File: config.mk
export PLATFORM = sky130hd
export DESIGN_NAME = wildcard_match_table
export DESIGN_NICKNAME = d
export VERILOG_FILES = /design/src/rtl/wildcard_match_table.sv
export SDC_FILE = /design/constraint.sdc
export NUM_CORES = 1
export LEC_CHECK = 0
export CORE_MARGIN = 10
export CORE_UTILIZATION = 50
export CTS_BUF_LIST = sky130_fd_sc_hd__clkbuf_16
export CTS_CLUSTER_SIZE = 30
export DETAILED_ROUTE_END_ITERATION = 10
export PLACE_DENSITY = 0.72
export SLEW_MARGIN = 5
export SYNTH_ARGS = -nofsm -noshare
export SYNTH_HDL_FRONTEND = slang
export SYNTH_SLANG_ARGS = --single-unit
File: constraint.sdc
create_clock -name clk -period 3.45 [get_ports clk]
set_clock_uncertainty 0.15 [all_clocks]
set_input_delay 0.345 -clock clk [delete_from_list [all_inputs] [get_ports clk]]
set_output_delay 0.345 -clock clk [all_outputs]
set_load 0.05 [all_outputs]
File: src/rtl/wildcard_match_table.sv
`default_nettype none
// ============================================================================
// Module      : wildcard_match_table
// Description : Programmable two-stage match table with exact, entry-mask and
//               entry+key-mask wildcard compare, lowest-index priority and a
//               programmable default result. Valid/ready on both sides.
// Revision    : 1.0 - initial release
// ============================================================================
module wildcard_match_table #(
    parameter int WIDTH = 8,
    parameter int DEPTH = 4,
    parameter int RES_W = 8,
    parameter int CNT_W = 16,
    parameter int IDX_W = $clog2(DEPTH)
) (
    input  logic             clk,
    input  logic             rst_n,
    input  logic             cfg_we,
    input  logic [IDX_W-1:0] cfg_idx,
    input  logic             cfg_en,
    input  logic [WIDTH-1:0] cfg_value,
    input  logic [WIDTH-1:0] cfg_mask,
    input  logic [RES_W-1:0] cfg_result,
    input  logic             cfg_def_we,
    input  logic [RES_W-1:0] cfg_def_result,
    input  logic [1:0]       mode,
    input  logic             in_valid,
    output logic             in_ready,
    input  logic [WIDTH-1:0] in_key,
    input  logic [WIDTH-1:0] in_kmask,
    output logic             out_valid,
    input  logic             out_ready,
    output logic             out_hit,
    output logic [IDX_W-1:0] out_idx,
    output logic [RES_W-1:0] out_result,
    output logic [CNT_W-1:0] miss_count
);

    // Table storage
    logic             en_q     [DEPTH];
    logic [WIDTH-1:0] value_q  [DEPTH];
    logic [WIDTH-1:0] mask_q   [DEPTH];
    logic [RES_W-1:0] result_q [DEPTH];
    logic [RES_W-1:0] def_q;

    // Stage 1: match vector plus a snapshot of the entry results, so a later
    // cfg write cannot alter a key that has already been captured.
    logic             s1_valid_q;
    logic [DEPTH-1:0] s1_match_q;
    logic [RES_W-1:0] s1_res_q [DEPTH];

    // Stage 2: registered outputs
    logic             out_valid_q;
    logic             out_hit_q;
    logic [IDX_W-1:0] out_idx_q;
    logic [RES_W-1:0] out_result_q;
    logic [CNT_W-1:0] miss_q;

    logic             advance;
    logic [DEPTH-1:0] match_vec;
    logic             hit_d;
    logic [IDX_W-1:0] idx_d;
    logic [RES_W-1:0] res_d;

    // Whole pipeline moves together; it only freezes on an unaccepted result
    assign advance  = ~out_valid_q | out_ready;
    assign in_ready = advance;

    for (genvar i = 0; i < DEPTH; i++) begin : g_match
        logic [WIDTH-1:0] care;

        // Care bits per mode; mode 3 behaves as exact match
        always_comb begin
            case (mode)
                2'd1:    care = ~mask_q[i];
                2'd2:    care = ~(mask_q[i] | in_kmask);
                default: care = '1;
            endcase
        end

        assign match_vec[i] = en_q[i] & (((in_key ^ value_q[i]) & care) == '0);
    end

    // Table and default writes; accepted every cycle regardless of stall
    always_ff @(posedge clk) begin
        if (!rst_n) begin
            for (int i = 0; i < DEPTH; i++) begin
                en_q[i]     <= 1'b0;
                value_q[i]  <= '0;
                mask_q[i]   <= '0;
                result_q[i] <= '0;
            end
            def_q <= '1;
        end else begin
            if (cfg_we) begin
                en_q[cfg_idx]     <= cfg_en;
                value_q[cfg_idx]  <= cfg_value;
                mask_q[cfg_idx]   <= cfg_mask;
                result_q[cfg_idx] <= cfg_result;
            end
            if (cfg_def_we) begin
                def_q <= cfg_def_result;
            end
        end
    end

    // Stage 1 capture at acceptance; bubbles load when no key is offered
    always_ff @(posedge clk) begin
        if (!rst_n) begin
            s1_valid_q <= 1'b0;
            s1_match_q <= '0;
            for (int i = 0; i < DEPTH; i++) begin
                s1_res_q[i] <= '0;
            end
        end else if (advance) begin
            s1_valid_q <= in_valid;
            if (in_valid) begin
                s1_match_q <= match_vec;
                for (int i = 0; i < DEPTH; i++) begin
                    s1_res_q[i] <= result_q[i];
                end
            end
        end
    end

    // Fixed-priority encode, lowest index wins; miss falls through to default
    always_comb begin
        hit_d = 1'b0;
        idx_d = '0;
        res_d = def_q;
        for (int i = DEPTH - 1; i >= 0; i--) begin
            if (s1_match_q[i]) begin
                hit_d = 1'b1;
                idx_d = IDX_W'(i);
                res_d = s1_res_q[i];
            end
        end
    end

    // Stage 2 output register; holds while a result waits for the consumer
    always_ff @(posedge clk) begin
        if (!rst_n) begin
            out_valid_q  <= 1'b0;
            out_hit_q    <= 1'b0;
            out_idx_q    <= '0;
            out_result_q <= '0;
        end else if (advance) begin
            out_valid_q <= s1_valid_q;
            if (s1_valid_q) begin
                out_hit_q    <= hit_d;
                out_idx_q    <= idx_d;
                out_result_q <= res_d;
            end
        end
    end

    // Saturating count of delivered misses
    always_ff @(posedge clk) begin
        if (!rst_n) begin
            miss_q <= '0;
        end else if (out_valid_q && out_ready && !out_hit_q && (miss_q != '1)) begin
            miss_q <= miss_q + CNT_W'(1);
        end
    end

    assign out_valid  = out_valid_q;
    assign out_hit    = out_hit_q;
    assign out_idx    = out_idx_q;
    assign out_result = out_result_q;
    assign miss_count = miss_q;

endmodule
`default_nettype wire

==> metrics.md, run 1 <==
| Metric | Value |
|---|---|
| Classification of the worst setup path | in -> out |
| Most common cell after layout, fill and taps aside | edfxtp_1 |
| Post-synth EDFFs | 129 |
| Post-Synth Simple-Gate Area | 19.63% |
| Post-CTS Setup Inserts | 0 |
| Clock slew at reported path FFs | 0.06 ns |
| Peak VDD IR | ~0.32 mV |
| DRT iter0 DRCs | 357 |
| Via density per instance | 5.611 |
| Nets | 791 |
| Cells after Synth | 645 |
| HPWL after DPL | 11,890 um |
| RSZ-0062 raised after global routing | false |
| DR DRC count | 0 |
| Chip height | 144.6 um |
| GRT Max-Usage Layer | met2 |
| Switching Fraction | 22.19% |
| Initial core utilization | 51.07% |
| Async set-reset flop share out of synthesis | 0% |
| Core Region | 0.01520 mm^2 |
| Met1 Use GR | 22.30% |
| Switching Power | 0.001073 W |
| Xor and xnor area share after synthesis | under 10% |
| P per Cell Area | between 500 and 600 mW/mm^2 |
| Hold path cells | 2 |
| First-pass GRT wire length | 27,980 um |
| Final hold violations | 0 |
| Initial antenna violation count | 0 |
| Hold WC Path Type | reg -> reg |
| CTS tree | done |
| I/O pins | 88 |
| Largest family of logic cells by synthesized area | simple AND/OR/NAND/NOR gates |
| GR met2 Demand/Resource | approximately 28% |
| Die Area | 0.02091 mm^2 |
| Clock sink total | 173 |
| Avg Cell Area, Syn | 12.04 um^2 |
| Reg-to-reg critical path endpoint | s1_match_q[0] |
| Area grow syn2layout | 21.26% |
| WL/cell | 18.92 um |
| Netlist cell types | between 50 and 60 |
| Clock tree buffer depth | 2 |
| Cts repair resizes | 0 |
| CP Launch Type | input port |
| TNS Setup | 0 ns |
| Clk network pwr share | 40.4% |
| Syn_nets | roughly 700 |
| Max Fclk | 0.4119 GHz |
| Hold-fix buffers, CTS | 0 |
| Number of synthesized register bits | 173 |
| Minimum clock period | roughly 2.4 ns |
| Internal cell power | 0.003761 W |
| Reg2reg start | out_valid |
| Worst hold slack | about 0.31 ns |
| Total track usage | ~17% |
| Slew Limit Fails | 0 |
| Sequential-to-total area share from yosys stat | 61.24% |
| Hold path start | out_result[3] |
| Max_slew headroom | 54.86% |
| R2R setup slack | 1.48 ns |
| ANT nets after route | 0 |
| First-pass DRT Iterations | 5 |
| Post-Syn Area | 0.007764 mm^2 |
| Mux share of post-synthesis cell area | 3.223% |
| Root Buffer | clkbuf_16 |
| Top FF cell, synth | edfxtp_1 |
| Ys Warns | 0 |
| DRT Wirelength | 17,580 um |
| CTS Buf Count | 17 |
| # setup viols final | 0 |
| Period utilisation layout | 70.38% |
| # port buffers | 87 |
| Hold endpoint | out_result[3] |
| Largest net degree at the start of global routing | 39 |
| Static Leak | ~3.6 nW |
| CP Data Required Time | 2.95 ns |
| Worst-Margin Slew | 0.6762 ns |
| Outcome | complete, no violations |
| Reg2Reg Depth | 6 |
| Synth Area in Adders | 0.4835% |
| ANT cells | 0 |
| Commonest cells after routing, fill and taps aside | edfxtp_1 (129), and2_1 (105), clkdlybuf4s50_1 (86) |
| Worst Setup End Kind | primary output |
| GPL Wtd Cong | 0.8972 |
| Vias in the first global route | around 5,300 |
| Die width | 144.6 um |
| Cell Rows | 45 |
| Met3 Use GR | 4.821% |
| H-tree levels | 4 |
| Logic gate share of total power | 9.4% |
| CP max FO | 5 |
| Grt ovf | 0 |
| DR vias | 5,213 |
| Share of cells above drive strength 1 | 8.907% |
| Max-Cap Viols | 0 |
| Fill count | 1,182 |
| Crit path arrival time | 1.93 ns |
| Sequential power share | 50.2% |
| Worst-skew pair later-pin latency | 0.42 ns |
| Compound-Gate Fraction of Synth Area | 8.493% |
## final cells by class
class | count | area, um^2 | share of cell area, %
inverter | 10 | 37.54 | 0.3987
tap | 188 | 235.2 | 2.499
timing repair buffer | 98 | 960.9 | 10.21
clock inverter | 14 | 178.9 | 1.901
multi-input combinational | 429 | 2821 | 29.97
sequential | 173 | 4755 | 50.51
clock buffer | 17 | 425.4 | 4.519
## sequential cells by signal (all words and copies together), names as in the netlist
name	cells
result_q	32
out_result	8
def_q	8
mask_q	32
out_idx	2
out_hit	1
en_q	4
s1_match_q	4
value_q	32
out_valid	1
s1_valid_q	1
miss_count	16
s1_res_q	32
## synth_stat cells, types with 2 or more instances
cell       count  share of area, %
buf_2          5              0.32
o211ai_1       4              0.39
o21ai_0       31               2.0
buf_4          2              0.19
nand2b_1      11              0.89
mux2_2         8               1.2
nand4_1        9              0.73
a31oi_1        2              0.16
inv_1          5              0.24
clkbuf_1      19              0.92
xnor2_1       13               1.5
and2_1       105               8.5
and3_1        29               2.3
inv_2          3              0.15
clkbuf_2       4              0.26
xor2_1        27               3.0
o31ai_1        3              0.29
a221o_1        2              0.26
a221oi_1       5              0.56
edfxtp_1     129                50
nand3_1       19               1.2
o2111ai_1      8              0.90
mux2i_1       16               2.1
buf_1          2             0.097
nand4_4        2              0.55
nor3_1         2              0.13
clkinv_1       2             0.097
nand2_1       41               2.0
dfxtp_1       44                11
nor3_2         2              0.26
a21oi_1       41               2.6
ha_1           3              0.48
nor2_1        21               1.0
o32ai_1        2              0.23
## power groups by stage
stage	clock [W]	combinational (W)	sequential, W
2_1_floorplan	0	0.000234	0.00249
3_3_place_gp	0	0.000442	0.00247
3_5_place_dp	0	0.000451	0.00247
4_1_cts	0.00198	0.000453	0.00243
5_1_grt	0.00207	0.000493	0.00244
6_report	0.00195	0.000453	0.00243
## how the worst max path moves through the flow
stage,from,endpoint,slack [ns]
2_1_floorplan,out_valid,s1_res_q[0][0],0.96
5_1_grt,out_valid,in_ready,0.93
4_1_cts,out_ready,in_ready,1.03
3_5_place_dp,mode[0],s1_match_q[0],0.92
6_report,out_ready,in_ready,1.02
3_3_place_gp,mode[0],s1_match_q[0],0.97
## routing by layer
| layer | vias up | share of wire, % |
|---|---|---|
| li1 | 2495 | - |
| met1 | 2491 | 44 |
| met2 | 204 | 46 |
| met3 | 23 | 8.2 |
| met4 | 0 | 1.4 |
| met5 | - | 0 |
## kinds of logic (layout without fill, tap and decap cells)
logic type                 after synthesis  count (layout)
AOI/OAI and AO/OA                      107             107
xor gates and xnor gates                40              40
adders and majority gates                3               3
buffers and inverters                   43             139
DFF                                    173             173
muxes                                   24              24
and+or+nand+nor                        255             255
## worst max-delay path, stage by stage
cell and delay (ns):
clkdlybuf4s50_1 0.53, nor2b_1 0.09, inv_1 0.13, clkdlybuf4s50_1 0.84
## stage by stage
stage	utilization [%]	instance area (um^2)	instances	setup WS, ns	total power [W]
6_report	61.93	9414	929	1.022	0.004834
2_1_floorplan	-	7764	645	0.9616	0.002721
3_5_place_dp	57.95	8810	898	0.9217	0.002921
5_1_grt	61.93	9414	929	0.9298	0.005004
3_3_place_gp	57.95	8810	898	0.9718	0.002908
4_1_cts	61.93	9414	929	1.028	0.004860
No activity file was read; power rests on OpenSTA's default activity.
==> run 2, diff against run 1 <==
clock period = 2.3 ns   (was 3.45 ns; I/O delays follow)
==> metrics.md, run 2 (synthesized netlist as in run 1, its figures left out) <==
| Metric | Value |
|---|---|
| Outcome | complete, no violations (unchanged) |
| First-pass DRT Iterations | 5 (unchanged) |
| Minimum clock period | 2.167 ns |
| Clock sink total | 173 (unchanged) |
| Max-Cap Viols | 0 (unchanged) |
| Worst-skew pair later-pin latency | 0.43 ns (was 0.42 ns) |
| Vias in the first global route | 5,312 (was 5,331) |
| WL/cell | 18.95 um (was 18.92 um) |
| Final hold violations | 0 (unchanged) |
| ANT nets after route | 0 (unchanged) |
| Clock slew at reported path FFs | 0.07 ns (was 0.06 ns) |
| RSZ-0062 raised after global routing | false (unchanged) |
| Nets | 800 (was 791) |
| HPWL after DPL | 12,340 um (was 11,890 um) |
| CP max FO | 8 (was 5) |
| Slew Limit Fails | 0 (unchanged) |
| Placed Cells incl. Taps | 907 (was 898) |
| Die Area | 0.02091 mm^2 (unchanged) |
| Chip height | 144.6 um (unchanged) |
| TNS Setup | 0 ns (unchanged) |
| H-tree levels | 4 (unchanged) |
| Area grow syn2layout | 22.43% (was 21.26%) |
| First-pass GRT wire length | 28,160 um (was 27,980 um) |
| Largest net degree at the start of global routing | 52 (was 39) |
| Hold-fix buffers, CTS | 0 (unchanged) |
| Worst-Margin Slew | 0.6793 ns (was 0.6762 ns) |
| Static Leak | 3.628 nW (was 3.586 nW) |
| CTS Buf Count | 17 (unchanged) |
| DRT iter0 DRCs | 398 (was 357) |
| CP Launch Type | register (was input port) |
| GPL Wtd Cong | 0.9648 (was 0.8972) |
| CP Buf/Inv Count | 1 (was 3) |
| P per Cell Area | 749.9 mW/mm^2 (was 513.5 mW/mm^2) |
| I/O pins | 88 (unchanged) |
| Max_slew headroom | 54.65% (was 54.86%) |
| Reg2Reg Depth | 6 (unchanged) |
| Period utilisation layout | 94.21% |
| Root Buffer | clkbuf_16 (unchanged) |
| Design area | 0.009505 mm^2 (was 0.009414 mm^2) |
| Critical path's top delay family | buffers and inverters (unchanged) |
| Max Fclk | 0.4615 GHz |
| Classification of the worst setup path | reg -> out (was in -> out) |
| Cell Rows | 45 (unchanged) |
| # port buffers | 87 (unchanged) |
| Grt ovf | 0 (unchanged) |
| DR vias | 5,235 (was 5,213) |
| Initial antenna violation count | 0 (unchanged) |
| Fill count | 1,165 (was 1,182) |
| Crit path max-delay cell type | clkdlybuf4s50_1 (unchanged) |
| Via density per instance | 5.575 (was 5.611) |
| DRT Wirelength | 17,790 um (was 17,580 um) |
| Worst-path cell chain | clkdlybuf4s50_1 (was clkdlybuf4s50_1 -> nor2b_1 -> inv_1 -> clkdlybuf4s50_1) |
| Total track usage | 17.50% (was 17.44%) |
| Die width | 144.6 um (unchanged) |
| CP Data Required Time | 1.92 ns (was 2.95 ns) |
| ANT cells | 0 (unchanged) |
| Cts repair resizes | 0 (unchanged) |
| Commonest cells after routing, fill and taps aside | edfxtp_1 (129), and2_1 (105), clkdlybuf4s50_1 (85) (was edfxtp_1 (129), and2_1 (105), clkdlybuf4s50_1 (86)) |
| CP Depth | 1 (was 4) |
| Post-CTS Setup Inserts | 0 (unchanged) |
| CTS tree | done (unchanged) |
| Post-layout total power | 0.007128 W (was 0.004834 W) |
| # setup viols final | 0 (unchanged) |
| DR DRC count | 0 (unchanged) |
| Worst Setup End Kind | primary output (unchanged) |
| R2R setup slack | 0.36 ns (was 1.48 ns) |
| Most common cell after layout, fill and taps aside | edfxtp_1 (unchanged) |
| Core Region | 0.01520 mm^2 (unchanged) |
| Clock tree buffer depth | 2 (unchanged) |
| Hold WC Path Type | in -> reg (was reg -> reg) |
| Initial core utilization | 51.07% (unchanged) |
| Fin cells | 939 (was 929) |
| Cell Area, Placed | 0.008934 mm^2 (was 0.008810 mm^2) |
| Share of cells above drive strength 1 | 10.79% (was 8.907%) |
| Hold path cells | 2 (unchanged) |
| Peak VDD IR | 0.6065 mV (was 0.3159 mV) |
| Crit-path max cell delay | 0.87 ns (was 0.84 ns) |
| Crit path arrival time | 1.79 ns (was 1.93 ns) |
[run 2: worst register-to-register path, cell delays in order (launching register included)]
cell      delay, ns
dfxtp_1        0.42
ha_1           0.31
and4b_1        0.35
nand3_1        0.13
o21bai_4       0.21
o211ai_1       0.17
o41ai_1        0.09
[run 2: per-layer routing]
metal | vias to the layer above | wire length [um] | GRT usage, %
met2 | 180 | 8370 | 27.95
met1 | 2525 | 7720 | 22.29
met3 | 22 | 1482 | 4.985
met5 | - | 0 | 0
li1 | 2508 | - | -
met4 | 0 | 219 | 6.064
[run 2: path summary, 6_finish.rpt]
kind,from,to
max,miss_count[12],miss_count[12]
min reg2reg,out_result[3],out_result[3]
min,rst_n,result_q[3][1]
max reg2reg,miss_count[0],miss_count[8]
[run 2: final cells by class]
class                           count  area (um^2)  area share, %
Sequential cell                   173         4756          50.03
Multi-Input combinational cell    429         2825          29.72
Timing Repair Buffer              107         1076          11.32
Clock buffer                       17        425.4          4.475
Tap cell                          188        235.2          2.475
Clock inverter                     15        146.4          1.540
Inverter                           10        41.29         0.4344
[run 2: power by group]
part / internal [W] / switching (W) / total [W]
Sequential: 0.00356 / 0.0000751 / 0.00364
Clock: 0.00159 / 0.00119 / 0.00278
Combinational: 0.000305 / 0.000405 / 0.000710
[run 2: per-stage QoR]
step / util [%] / hold WS (ns) / setup slack, ns
6_report: 62.53 / 0.2486 / 0.1331
5_1_grt: 62.53 / 0.2630 / 0.06369
4_1_cts: 62.53 / 0.2308 / 0.1194
3_5_place_dp: 58.77 / 0.3002 / -0.07333
3_3_place_gp: 58.77 / 0.2961 / 0.03231
2_1_floorplan: - / 0.1886 / 0.07913
